[src/rtl/bpsk_ctrl_pkg.sv]
// Shared types and default constants for the BPSK acquisition/tracking sequencer.
package bpsk_ctrl_pkg;

  localparam int unsigned STATE_W  = 3;
  localparam int unsigned SEED_W   = 8;
  localparam int unsigned SETTLE_W = 16;
  localparam int unsigned CNT_W    = 8;
  localparam int unsigned EDGE_W   = 16;
  localparam int unsigned WIN_W    = 32;
  localparam int unsigned RATE_W   = 8;

  typedef enum logic [STATE_W-1:0] {
    ST_IDLE   = 3'd0,
    ST_SETTLE = 3'd1,
    ST_CHECK  = 3'd2,
    ST_TRACK  = 3'd3,
    ST_FAIL   = 3'd4
  } state_e;

  localparam logic [SEED_W-1:0]   DEF_F_MIN        = 8'd10;
  localparam logic [SEED_W-1:0]   DEF_F_MAX        = 8'd100;
  localparam logic [SEED_W-1:0]   DEF_F_STEP       = 8'd2;
  localparam logic [SETTLE_W-1:0] DEF_SETTLE_TICKS = 16'd500;
  localparam logic [CNT_W-1:0]    DEF_LOCK_HOLD    = 8'd32;
  localparam logic [CNT_W-1:0]    DEF_LOSS_TICKS   = 8'd16;
  localparam logic [WIN_W-1:0]    DEF_MEAS_WIN     = 32'd50_000_000;

endpackage

[src/rtl/edge_rate_meter.sv]
// Counts transitions of din over fixed windows of MEAS_WIN clocks while run is high;
// rate holds the saturated count of the last completed window.
module edge_rate_meter
  import bpsk_ctrl_pkg::*;
#(
  parameter logic [WIN_W-1:0] MEAS_WIN = DEF_MEAS_WIN
) (
  input  logic              clk,
  input  logic              rst,
  input  logic              run,
  input  logic              din,
  output logic [RATE_W-1:0] rate
);

  logic [1:0]        sync_q, sync_d;
  logic [EDGE_W-1:0] edge_cnt_q, edge_cnt_d;
  logic [WIN_W-1:0]  win_cnt_q, win_cnt_d;
  logic [RATE_W-1:0] rate_q, rate_d;
  logic              edge_c;

  always_comb begin
    sync_d     = {sync_q[0], din};
    edge_c     = sync_q[0] ^ sync_q[1];
    edge_cnt_d = edge_cnt_q;
    win_cnt_d  = win_cnt_q;
    rate_d     = rate_q;
    if (!run) begin
      edge_cnt_d = '0;
      win_cnt_d  = '0;
    end else if (win_cnt_q >= MEAS_WIN - 32'd1) begin
      // An edge seen on the closing cycle belongs to the next window.
      rate_d     = (edge_cnt_q > 16'd255) ? 8'd255 : edge_cnt_q[RATE_W-1:0];
      edge_cnt_d = EDGE_W'(edge_c);
      win_cnt_d  = '0;
    end else begin
      win_cnt_d = win_cnt_q + 32'd1;
      if (edge_c && (edge_cnt_q != 16'hFFFF)) begin
        edge_cnt_d = edge_cnt_q + 16'd1;
      end
    end
  end

  always_ff @(posedge clk) begin
    if (rst) begin
      sync_q     <= '0;
      edge_cnt_q <= '0;
      win_cnt_q  <= '0;
      rate_q     <= '0;
    end else begin
      sync_q     <= sync_d;
      edge_cnt_q <= edge_cnt_d;
      win_cnt_q  <= win_cnt_d;
      rate_q     <= rate_d;
    end
  end

  assign rate = rate_q;

endmodule

[src/rtl/bpsk_acq_ctrl.sv]
// Acquisition/tracking sequencer: sweeps the VCO seed until the Costas loop holds lock,
// supervises lock in TRACK, re-acquires on loss and reports the symbol-transition rate.
module bpsk_acq_ctrl
  import bpsk_ctrl_pkg::*;
#(
  parameter logic [SEED_W-1:0]   F_MIN        = DEF_F_MIN,
  parameter logic [SEED_W-1:0]   F_MAX        = DEF_F_MAX,
  parameter logic [SEED_W-1:0]   F_STEP       = DEF_F_STEP,
  parameter logic [SETTLE_W-1:0] SETTLE_TICKS = DEF_SETTLE_TICKS,
  parameter logic [CNT_W-1:0]    LOCK_HOLD    = DEF_LOCK_HOLD,
  parameter logic [CNT_W-1:0]    LOSS_TICKS   = DEF_LOSS_TICKS,
  parameter logic [WIN_W-1:0]    MEAS_WIN     = DEF_MEAS_WIN
) (
  input  logic               clk,
  input  logic               rst,
  input  logic               start,
  input  logic               abort,
  input  logic               tick,
  input  logic               lock,
  input  logic               data_sign,
  output logic               dp_en,
  output logic [SEED_W-1:0]  vco_seed,
  output logic               locked,
  output logic               fail,
  output logic [STATE_W-1:0] state,
  output logic [RATE_W-1:0]  freq
);

  state_e              st_q, st_d;
  logic [SEED_W-1:0]   seed_q, seed_d;
  logic [SETTLE_W-1:0] settle_q, settle_d;
  logic [CNT_W-1:0]    hold_q, hold_d;
  logic [CNT_W-1:0]    loss_q, loss_d;
  logic                dp_en_q, dp_en_d;
  logic                locked_q, locked_d;
  logic                fail_q, fail_d;
  logic [SEED_W:0]     seed_next_c;

  always_comb begin
    st_d        = st_q;
    seed_d      = seed_q;
    settle_d    = settle_q;
    hold_d      = hold_q;
    loss_d      = loss_q;
    seed_next_c = (SEED_W+1)'(seed_q) + (SEED_W+1)'(F_STEP);

    if (abort) begin
      st_d = ST_IDLE;
    end else begin
      unique case (st_q)
        ST_IDLE, ST_FAIL: begin
          if (start) begin
            st_d     = ST_SETTLE;
            seed_d   = F_MIN;
            settle_d = '0;
            hold_d   = '0;
            loss_d   = '0;
          end
        end
        ST_SETTLE: begin
          if (tick) begin
            if (settle_q + 16'd1 >= SETTLE_TICKS) begin
              st_d     = ST_CHECK;
              settle_d = '0;
              hold_d   = '0;
            end else begin
              settle_d = settle_q + 16'd1;
            end
          end
        end
        ST_CHECK: begin
          // One attempt per seed: any unlocked tick ends it.
          if (tick) begin
            if (lock) begin
              if (hold_q + 8'd1 >= LOCK_HOLD) begin
                st_d   = ST_TRACK;
                hold_d = '0;
                loss_d = '0;
              end else begin
                hold_d = hold_q + 8'd1;
              end
            end else if (seed_next_c > (SEED_W+1)'(F_MAX)) begin
              st_d   = ST_FAIL;
              hold_d = '0;
            end else begin
              st_d     = ST_SETTLE;
              seed_d   = seed_next_c[SEED_W-1:0];
              settle_d = '0;
              hold_d   = '0;
            end
          end
        end
        ST_TRACK: begin
          if (tick) begin
            if (lock) begin
              loss_d = '0;
            end else if (loss_q + 8'd1 >= LOSS_TICKS) begin
              st_d     = ST_SETTLE;
              loss_d   = '0;
              settle_d = '0;
              hold_d   = '0;
            end else begin
              loss_d = loss_q + 8'd1;
            end
          end
        end
        default: st_d = ST_IDLE;
      endcase
    end

    dp_en_d  = (st_d == ST_SETTLE) || (st_d == ST_CHECK) || (st_d == ST_TRACK);
    locked_d = (st_d == ST_TRACK);
    fail_d   = (st_d == ST_FAIL);
  end

  always_ff @(posedge clk) begin
    if (rst) begin
      st_q     <= ST_IDLE;
      seed_q   <= F_MIN;
      settle_q <= '0;
      hold_q   <= '0;
      loss_q   <= '0;
      dp_en_q  <= 1'b0;
      locked_q <= 1'b0;
      fail_q   <= 1'b0;
    end else begin
      st_q     <= st_d;
      seed_q   <= seed_d;
      settle_q <= settle_d;
      hold_q   <= hold_d;
      loss_q   <= loss_d;
      dp_en_q  <= dp_en_d;
      locked_q <= locked_d;
      fail_q   <= fail_d;
    end
  end

  edge_rate_meter #(
    .MEAS_WIN(MEAS_WIN)
  ) u_rate (
    .clk (clk),
    .rst (rst),
    .run (locked_q),
    .din (data_sign),
    .rate(freq)
  );

  assign dp_en    = dp_en_q;
  assign vco_seed = seed_q;
  assign locked   = locked_q;
  assign fail     = fail_q;
  assign state    = STATE_W'(st_q);

endmodule
[config.mk]
export PLATFORM = sky130hd
export DESIGN_NAME = bpsk_acq_ctrl
export DESIGN_NICKNAME = d
export VERILOG_FILES = /design/src/rtl/bpsk_ctrl_pkg.sv /design/src/rtl/edge_rate_meter.sv /design/src/rtl/bpsk_acq_ctrl.sv
export SDC_FILE = /design/constraint.sdc
export NUM_CORES = 1
export LEC_CHECK = 0
export BUFFER_PORTS_ARGS = -buffer_cell sky130_fd_sc_hd__buf_2
export CAP_MARGIN = 5
export CORE_MARGIN = 3
export CORE_UTILIZATION = 45
export CTS_CLUSTER_SIZE = 28
export DETAILED_ROUTE_END_ITERATION = 10
export GPL_TIMING_DRIVEN = 1
export PLACE_DENSITY_LB_ADDON = 0.12
export SETUP_SLACK_MARGIN = 0.4
export SYNTH_ARGS = -nofsm -noshare
export SYNTH_HDL_FRONTEND = slang
export SYNTH_HIERARCHICAL = 1
export SYNTH_SLANG_ARGS = --single-unit
[constraint.sdc]
create_clock -name clk -period 2.25 [get_ports clk]
set_clock_uncertainty 0.2 [all_clocks]
set_input_delay 0.45 -clock clk [delete_from_list [all_inputs] [get_ports clk]]
set_output_delay 0.45 -clock clk [all_outputs]
set_load 0.03 [all_outputs]
==> impl_metrics.tcl, run 1 <==
set metrics [dict create \
    cap_viol_max_count 0 \
    antenna_cells 0 \
    endpoint_kind "flip-flop" \
    failed_checks "negative setup slack" \
    reg2regPathDepth 7 \
    layout_commonest_cell "dfxtp_1" \
    final_antenna_net_count 0 \
    viasPerCell 5.62 \
    hp-class "input pin to flip-flop" \
    crit_chain "ha_4, a21bo_1, a2111oi_4, a31oi_4, o21ai_2, a21oi_4, a221o_2" \
    vias 4643 \
    setup_slack_ns -0.0548 \
    fin_crit_ns 2.30 \
    crit_type "flip-flop to flip-flop" \
    clk_latency_ns 0.35 \
    fillers 831 \
    yosysWarnings 6 \
    cts_buffer_depth 2 \
    multi_input_area_um2 3830 \
    slowest_delay_ns 0.40 \
    cts_hold_buf 0 \
    clockRootBuffer "clkbuf_16" \
    port_buffers 27 \
    io_pins 29 \
    max-vdd-ir-drop_mv 0.706 \
    critPathMaxFanout 6 \
    hold_start "data_sign" \
    cts_tree "built" \
    syn_area_um2 5170 \
    drv_slew 0 \
    wl_per_cell_um 15.7 \
    grt_max_degree 18 \
    cts_inserted_buffers 9 \
    grt_pass1_wl_mm 20.9 \
    seq_area_um2 2120 \
    power_density_nw_per_um2 469 \
    reg2reg_to "settle_q[6]" \
    wl_mm 13.0 \
    final_cell_mix "dfxtp_1 (77), buf_4 (62), nand2_1 (42)" \
    drt_iter0_markers 262 \
    synth_edf_count 0 \
    final_cells 826 \
    min_to "u_rate/sync_q[0]" \
    die_x_um 113 \
    place.gp.congestion 0.838 \
    drc_errors 0 \
    rows 38 \
    async_flop_share_pct 0 \
    synth_cells 577 \
    worst_setup_path_start_kind "flip-flop" \
    initial_core_util_pct 46.9 \
    cpMaxStageDelayCell "a221o_2" \
    hold_viol 0 \
    ys_seq_elements 103 \
    placed_cells 785 \
    fmax_ghz 0.434 \
    drt_pass1_iterations 4 \
    period_share_pct 102 \
    cp.arrival_ns 2.34 \
    final_nets 696 \
    whs_path_depth 2 \
    rsz0062_at_grt "true" \
    ys_seq_area_share_pct 39.8 \
    r2r_slack_ns -0.05 \
    antenna_found_initial 0 \
    dieHeight_um 113 \
    p_comb_share_pct 5.1 \
    drive_gt1_share_pct 46.5 \
    crit_required_ns 2.28 \
    syn2layout_area_growth_pct 44.3 \
    grtUsageTotal_pct 19.7 \
    status "finished, violations left" \
    total_power_uw 3500 \
    dieArea_um2 12800 \
    syn_area_per_cell_um2 8.97 \
    p_sw_share_pct 22.7 \
    clkSlewWorstSetupHoldPaths_ns 0.07 \
    worst_slew_pin_slew_ns 0.575 \
    clock_sinks 103 \
    p_clk_share_pct 42.7 \
    reg2reg_from "vco_seed[2]" \
    first_global_vias 4490 \
    dpl.hpwl_mm 7.96 \
    synth_flop_cell "dfxtp_1" \
    seqPwrFrac_pct 52.2 \
    p_sw_uw 795 \
    finalSetupViolations 19 \
    core_um2 11000 \
    globalRouteOverflowTotal 0 \
    power_leakage_uw 0.00261 \
    internal_power_uw 2700 \
    synth.distinct_cells 80 \
    cts_max_level 3 \
    slew_headroom_pct 61.3 \
]
==> power groups by stage <==
| stage | Sequential [uW] | Clock (uW) | Combinational, uW |
|---|---|---|---|
| floorplan | 1880 | 0 | 94.1 |
| global placement | 1870 | 0 | 149 |
| detailed placement | 1870 | 0 | 150 |
| CTS | 1830 | 1540 | 163 |
| global route | 1830 | 1620 | 193 |
| finish | 1830 | 1490 | 179 |
==> registers in the layout (all words and copies together), names as in the netlist <==
name and flops:
dp_en 1, fail 1, hold_q 8, locked 1
loss_q 8, settle_q 16, state 3, u_rate/edge_cnt_q 16
u_rate/rate 8, u_rate/sync_q 2, u_rate/win_cnt_q 32, vco_seed 7
==> cells in the mapped netlist (all sizes together) (3+ instances only) <==
master   number  area share (%)
nor4         15             2.9
nor2         71             5.3
nand3b        4            0.58
o21ai        11             1.1
buf          18             3.0
mux2i         7             1.4
and3         20             2.4
nor2b         7            0.85
a211oi        4            0.58
a211o         5            0.89
dfxtp       103              40
nand3        40             4.1
o211ai        3            0.70
nand4b        4            0.68
o31ai         4            0.85
a311oi        4            0.68
nand2b        4            0.48
a21o          3            0.44
nand2        47             3.4
nor3b         8             1.2
nor3         19             2.1
and2         14             1.8
xor2         17             3.0
nand4        18             3.0
inv          14             1.0
a221o         4            0.80
or3           4            0.58
clkbuf        6            0.48
o221a         8             1.7
a2111oi       3            0.75
ha            6             1.5
a21oi        20             2.0
xnor2        25             4.2
o221ai        3            0.51
a31oi         7            0.85
==> how the worst max path moves through the flow <==
stage / start / cells after the start / slack, ns / end
floorplan: vco_seed[1] / 9 / -0.19 / vco_seed[3]
global placement: vco_seed[2] / 8 / -0.13 / vco_seed[3]
detailed placement: vco_seed[2] / 8 / -0.19 / vco_seed[3]
CTS: settle_q[1] / 8 / -0.04 / settle_q[3]
global route: vco_seed[2] / 9 / -0.15 / vco_seed[4]
finish: vco_seed[2] / 7 / -0.05 / settle_q[6]
==> cells by family after synthesis <==
family / after synthesis / synth area share [%]
flops: 103 / 39.8
fa+ha+maj: 6 / 1.45
xor+xnor: 42 / 7.25
other cells: 2 / 0.145
buf+inv: 39 / 4.59
compound gates: 90 / 13.8
simple gates: 287 / 31.3
mux: 8 / 1.57
==> final cells by class <==
cell class                 count  share of cell area [%]
multi-input combinational    440                    51.4
tap                          140                    2.35
inverter                      15                   0.754
sequential                   103                    28.4
timing repair buffer         114                    13.4
clock inverter                 4                   0.402
clock buffer                  10                    3.35
==> stage by stage <==
step	TNS (ns)	instance area (um^2)	hold slack [ns]	setup slack, ns	utilization, %
2_1_floorplan	-0.818	5480	0.212	-0.189	-
3_3_place_gp	-1.18	6070	0.230	-0.132	55.0
3_5_place_dp	-2.21	6070	0.239	-0.193	55.0
4_1_cts	-0.382	6990	0.104	-0.0424	63.3
5_1_grt	-3.52	7470	0.116	-0.153	67.7
6_report	-0.462	7470	0.117	-0.0548	67.7
==> critical path, delay by kind of cell (launching register included) <==
kind | cells | cell delay [ns]
AO/OA/AOI/OAI | 6 | 1.47
flip-flops | 1 | 0.36
adder cells (fa/ha/maj) | 1 | 0.17
==> repair_timing <==
item                                   in CTS  in global routing
endpoints found under the hold margin       0                  0
pin swaps                                  29                 32
setup buffers                              11                 11
gates cloned                                5                  0
setup endpoints to repair                  95                 95
gates resized for setup                   105                 97
==> routing by layer <==
layer / vias up / routed length [um] / global-route usage, %
li1: 2282 / - / -
met1: 2262 / 5640 / 23.5
met2: 80 / 6710 / 35.5
met3: 19 / 407 / 4.71
met4: 0 / 205 / 5.29
met5: - / 0 / 0
Note: power is estimated with default switching activity, not from simulation.
==> run 2: changes to the inputs <==
==> constraint.sdc (replaced) <==
create_clock -name clk -period 2.4 [get_ports clk]
set_clock_uncertainty 0.2 [all_clocks]
set_input_delay 0.48 -clock clk [delete_from_list [all_inputs] [get_ports clk]]
set_output_delay 0.48 -clock clk [all_outputs]
set_load 0.03 [all_outputs]
==> impl_metrics.tcl, run 2 (same netlist as run 1, synthesis figures left out) <==
set metrics [dict create \
    antenna_cells 0 \
    timing.hold.ws_ns 0.161 \
    cts_tree "built" \
    cap_viol_max_count 0 \
    layout_commonest_cell "dfxtp_1" \
    cts_buffer_depth 2 \
    grtUsageTotal_pct 19.0 \
    largest_reg_flops 32 \
    drv_slew 0 \
    critPathMaxFanout 8 \
    crit_required_ns 2.48 \
    core_um2 11000 \
    top_register "u_rate/win_cnt_q" \
    dpl.hpwl_mm 8.30 \
    final_nets 682 \
    finalSetupViolations 0 \
    status "completed" \
    clkSlewWorstSetupHoldPaths_ns 0.07 \
    largestRegisters "u_rate/win_cnt_q: 32 flops, settle_q: 16 flops, u_rate/edge_cnt_q: 16 flops" \
    dieArea_um2 12800 \
    worst_slew_pin_slew_ns 0.665 \
    cp.arrival_ns 2.46 \
    drt_iter0_markers 325 \
    worst_setup_path_start_kind "flip-flop" \
    grt_pass1_wl_mm 20.2 \
    final_cell_mix "dfxtp_1 (79), buf_4 (51), nand2_1 (44)" \
    place.gp.congestion 0.854 \
    initial_core_util_pct 46.9 \
    grt_max_degree 27 \
    crit_chain "ha_4, nand3_4, or3_4, o31ai_4, nand3_2, nor3_4, and2_4, a221o_1" \
    vias 4580 \
    die_x_um 113 \
    dieHeight_um 113 \
    stdcell_area_um2 7260 \
    fmax_ghz 0.420 \
    antenna_found_initial 0 \
    power_leakage_uw 0.00255 \
    clk_latency_ns 0.34 \
    cts_max_level 3 \
    viasPerCell 5.63 \
    slowest_delay_ns 0.40 \
    port_buffers 27 \
    globalRouteOverflowTotal 0 \
    hp-class "input pin to flip-flop" \
    hold_viol 0 \
    wl_per_cell_um 16.2 \
    drc_errors 0 \
    drive_gt1_share_pct 43.4 \
    power_density_nw_per_um2 470 \
    placed_area_um2 5770 \
    endpoint_kind "flip-flop" \
    rows 38 \
    fin_crit_ns 2.38 \
    clockRootBuffer "clkbuf_16" \
    final_antenna_net_count 0 \
    clock_sinks 103 \
    io_pins 29 \
    rsz0062_at_grt "true" \
    cpMaxStageDelayCell "or3_4" \
    slew_headroom_pct 55.2 \
    max-vdd-ir-drop_mv 0.572 \
    cts_inserted_buffers 9 \
    wl_mm 13.2 \
    crit_type "flip-flop to flip-flop" \
    period_share_pct 99.2 \
    first_global_vias 4299 \
    drt_pass1_iterations 5 \
    syn2layout_area_growth_pct 40.3 \
]
## run 2: cell count changes in the layout (fill, tap and decap cells not counted), sizes merged
cell      change
a21oi         +1
bufinv        +1
clkbuf        +3
clkinv        -1
buf          -18
clkinvlp      +1
## run 2: where the power goes
part / switching, uW / internal (uW) / total, uW
sequential: 6.52 / 1710 / 1710
combinational: 108 / 68.9 / 177
clock: 650 / 873 / 1520
## run 2: what timing repair did
item,4_1_cts,5_1_grt
cloned,1,4
gates resized for setup,83,116
endpoints found under the setup margin,95,95
hold endpoints to repair,0,0
pin swaps,50,62
hold buffers,0,0
setup buffers,20,11
## run 2: layer usage
metal	vias up	share of wire [%]	GRT usage, %
met3	12	4.1	4.55
met2	91	50	31.2
met4	0	1.0	4.89
met5	-	0	0
li1	2270	-	-
met1	2207	45	25.2
## run 2: cell type report
cell class	count	area [um^2]
multi-input cells	441	3790
fillers	863	3770
flip-flops and latches	103	2110
repair buffers	99	813
clock buffers	10	250
well taps	140	175
clock inverters	5	63.8
inverters	15	56.3
## run 2: path summary, 6_finish.rpt
check                           to  depth (start not counted)  slack, ns         from
setup / recovery       settle_q[7]                          8       0.02  settle_q[0]
hold / removal    u_rate/sync_q[0]                          2       0.16    data_sign
hold reg to reg          loss_q[1]                          2       0.29    loss_q[1]
setup reg to reg       settle_q[7]                          8       0.02  settle_q[0]
## run 2: worst max-delay path: cells and delay by family (launching register included)
kind / cells / cell delay, ns
AND/OR/NAND/NOR: 5 / 1.20
AO/OA/AOI/OAI: 2 / 0.41
flip-flops: 1 / 0.36
adder cells (fa/ha/maj): 1 / 0.14
## run 2: through the flow
step                      setup TNS (ns)  cells  total power (uW)  setup WS (ns)  utilization [%]
after global routing              -0.336    813              3530        -0.0611             65.8
after detailed placement         -0.0548    762              1890        -0.0302             52.3
final                                  0    813              3410         0.0194             65.8
after floorplan                  -0.0388    582              1850        -0.0388                -
after global placement                 0    762              1890         0.0470             52.3
after CTS                              0    798              3440         0.0844             59.7
==> run 3: changes to the inputs <==
--- a/config.mk
+++ b/config.mk
@@ -7,7 +7,7 @@
 export LEC_CHECK = 0
 export BUFFER_PORTS_ARGS = -buffer_cell sky130_fd_sc_hd__buf_2
 export CAP_MARGIN = 5
-export CORE_MARGIN = 3
+export CORE_MARGIN = 1.5
 export CORE_UTILIZATION = 45
 export CTS_CLUSTER_SIZE = 28
 export DETAILED_ROUTE_END_ITERATION = 10
==> impl_metrics.tcl, run 3 (same netlist as run 1, synthesis figures left out) <==
set metrics [dict create \
    reg2reg_from "settle_q[0]" \
    wl_per_cell_um 15.8 \
    r2r_slack_ns 0.05 \
    cts_max_level 3 \
    clk_latency_ns 0.35 \
    finalSetupViolations 0 \
    reg2regPathDepth 10 \
    total_power_uw 3290 \
    clock_sinks 103 \
    setup.worst_path.end "settle_q[6]" \
    core_um2 11000 \
    drt_pass1_iterations 4 \
    port_buffers 27 \
    cp.arrival_ns 2.39 \
    startpoint "settle_q[0]" \
    clockRootBuffer "clkbuf_16" \
    viasPerCell 5.56 \
    fin_tns_setup_ns 0 \
    drc_errors 0 \
    cts_tree "built" \
    grt_max_degree 27 \
    place.gp.congestion 0.791 \
    hold_viol 0 \
    wl_mm 12.9 \
    cap_viol_max_count 0 \
    initial_core_util_pct 46.9 \
    dieHeight_um 110 \
    power_leakage_uw 0.00259 \
    drv_slew 0 \
    p_comb_share_pct 5.8 \
    io_pins 29 \
    cts_buffer_depth 2 \
    p_sw_uw 739 \
    grt_pass1_wl_mm 19.8 \
    timing.hold.ws_ns 0.158 \
    reg2reg_to "settle_q[6]" \
    die_x_um 110 \
    cts_inserted_buffers 9 \
    hp-class "input pin to flip-flop" \
    critPathMaxFanout 7 \
    crit_required_ns 2.44 \
    slew_headroom_pct 54.0 \
    dieArea_um2 12200 \
    dpl.hpwl_mm 8.15 \
    internal_power_uw 2550 \
    power_density_nw_per_um2 447 \
    worst_setup_path_start_kind "flip-flop" \
    drt_iter0_markers 202 \
    p_sw_share_pct 22.5 \
    grtUsageTotal_pct 20.9 \
    top_register "u_rate/win_cnt_q" \
    largest_reg_flops 32 \
    final_nets 688 \
    globalRouteOverflowTotal 0 \
    max-vdd-ir-drop_mv 0.436 \
    vias 4559 \
    seqPwrFrac_pct 52.1 \
    largestRegisters "u_rate/win_cnt_q: 32 flops, settle_q: 16 flops, u_rate/edge_cnt_q: 16 flops" \
    antenna_found_initial 0 \
    p_clk_share_pct 42.1 \
    rsz0062_at_grt "true" \
    clkSlewWorstSetupHoldPaths_ns 0.07 \
    status "completed" \
    final_antenna_net_count 0 \
    fin_crit_ns 2.35 \
    worst_slew_pin_slew_ns 0.684 \
    period_share_pct 98.1 \
    crit_type "flip-flop to flip-flop" \
    drive_gt1_share_pct 45.6 \
    rows 38 \
    endpoint_kind "flip-flop" \
    first_global_vias 4161 \
    syn2layout_area_growth_pct 42.3 \
    fmax_ghz 0.425 \
    layout_commonest_cell "dfxtp_1" \
    antenna_cells 0 \
    final_cell_mix "dfxtp_1 (76), buf_4 (52), nand2_1 (42)" \
]
## run 3: power groups by stage
stage	Clock [uW]	Combinational (uW)	Sequential (uW)
after floorplan	0	85.6	1760
after global placement	0	132	1760
after detailed placement	0	133	1760
after CTS	1430	169	1710
after global routing	1500	204	1710
final	1390	191	1710
## run 3: worst min-delay path by stage
| stage | startpoint | end | slack (ns) | cells after the start |
|---|---|---|---|---|
| after CTS | data_sign | u_rate/sync_q[0] | 0.14 | 2 |
| after global routing | data_sign | u_rate/sync_q[0] | 0.17 | 2 |
| after global placement | u_rate/win_cnt_q[0] | u_rate/win_cnt_q[0] | 0.22 | 1 |
| after detailed placement | u_rate/win_cnt_q[0] | u_rate/win_cnt_q[0] | 0.23 | 1 |
| final | data_sign | u_rate/sync_q[0] | 0.16 | 2 |
| after floorplan | u_rate/win_cnt_q[0] | u_rate/win_cnt_q[0] | 0.21 | 1 |
## run 3: cell type report
type / count / area, um^2
clock buffers: 14 / 264
multi-input cells: 441 / 3850
flip-flops and latches: 103 / 2120
clock inverters: 2 / 13.8
fillers: 888 / 3670
inverters: 15 / 56.3
well taps: 140 / 175
repair buffers: 105 / 880
## run 3: timing repair
action                                  CTS  global route
endpoints found under the setup margin   95            95
buffers inserted                         20            12
gates resized for setup                  91           127
hold buffers                              0             0
pin swaps                                47            73
gates cloned                              2             4
## run 3: worst max-delay path: stages, from the launching register on
cell     delay (ns)
dfxtp_4        0.36
ha_4           0.14
nand3_4        0.09
buf_6          0.15
nor3_4         0.18
mux2_4         0.35
nand3_2        0.10
nor3_4         0.05
buf_6          0.14
and2_4         0.16
a221o_2        0.32
## run 3: routing by layer
metal | vias up | GRT usage (%) | wire length (um)
met1 | 2201 | 27.9 | 6050
met4 | 0 | 6.87 | 130
met5 | - | 0 | 0
li1 | 2275 | - | -
met3 | 12 | 4.70 | 403
met2 | 71 | 33.3 | 6350
## run 3: stage by stage
| stage | utilization, % | cells | setup WS, ns | instance area, um^2 |
|---|---|---|---|---|
| floorplan | - | 582 | -0.0388 | 5380 |
| global placement | 52.6 | 766 | 0.0245 | 5800 |
| detailed placement | 52.6 | 766 | 0.00657 | 5800 |
| CTS | 60.2 | 804 | 0.0742 | 6640 |
| global route | 66.7 | 820 | -0.0639 | 7360 |
| finish | 66.7 | 820 | 0.0455 | 7360 |
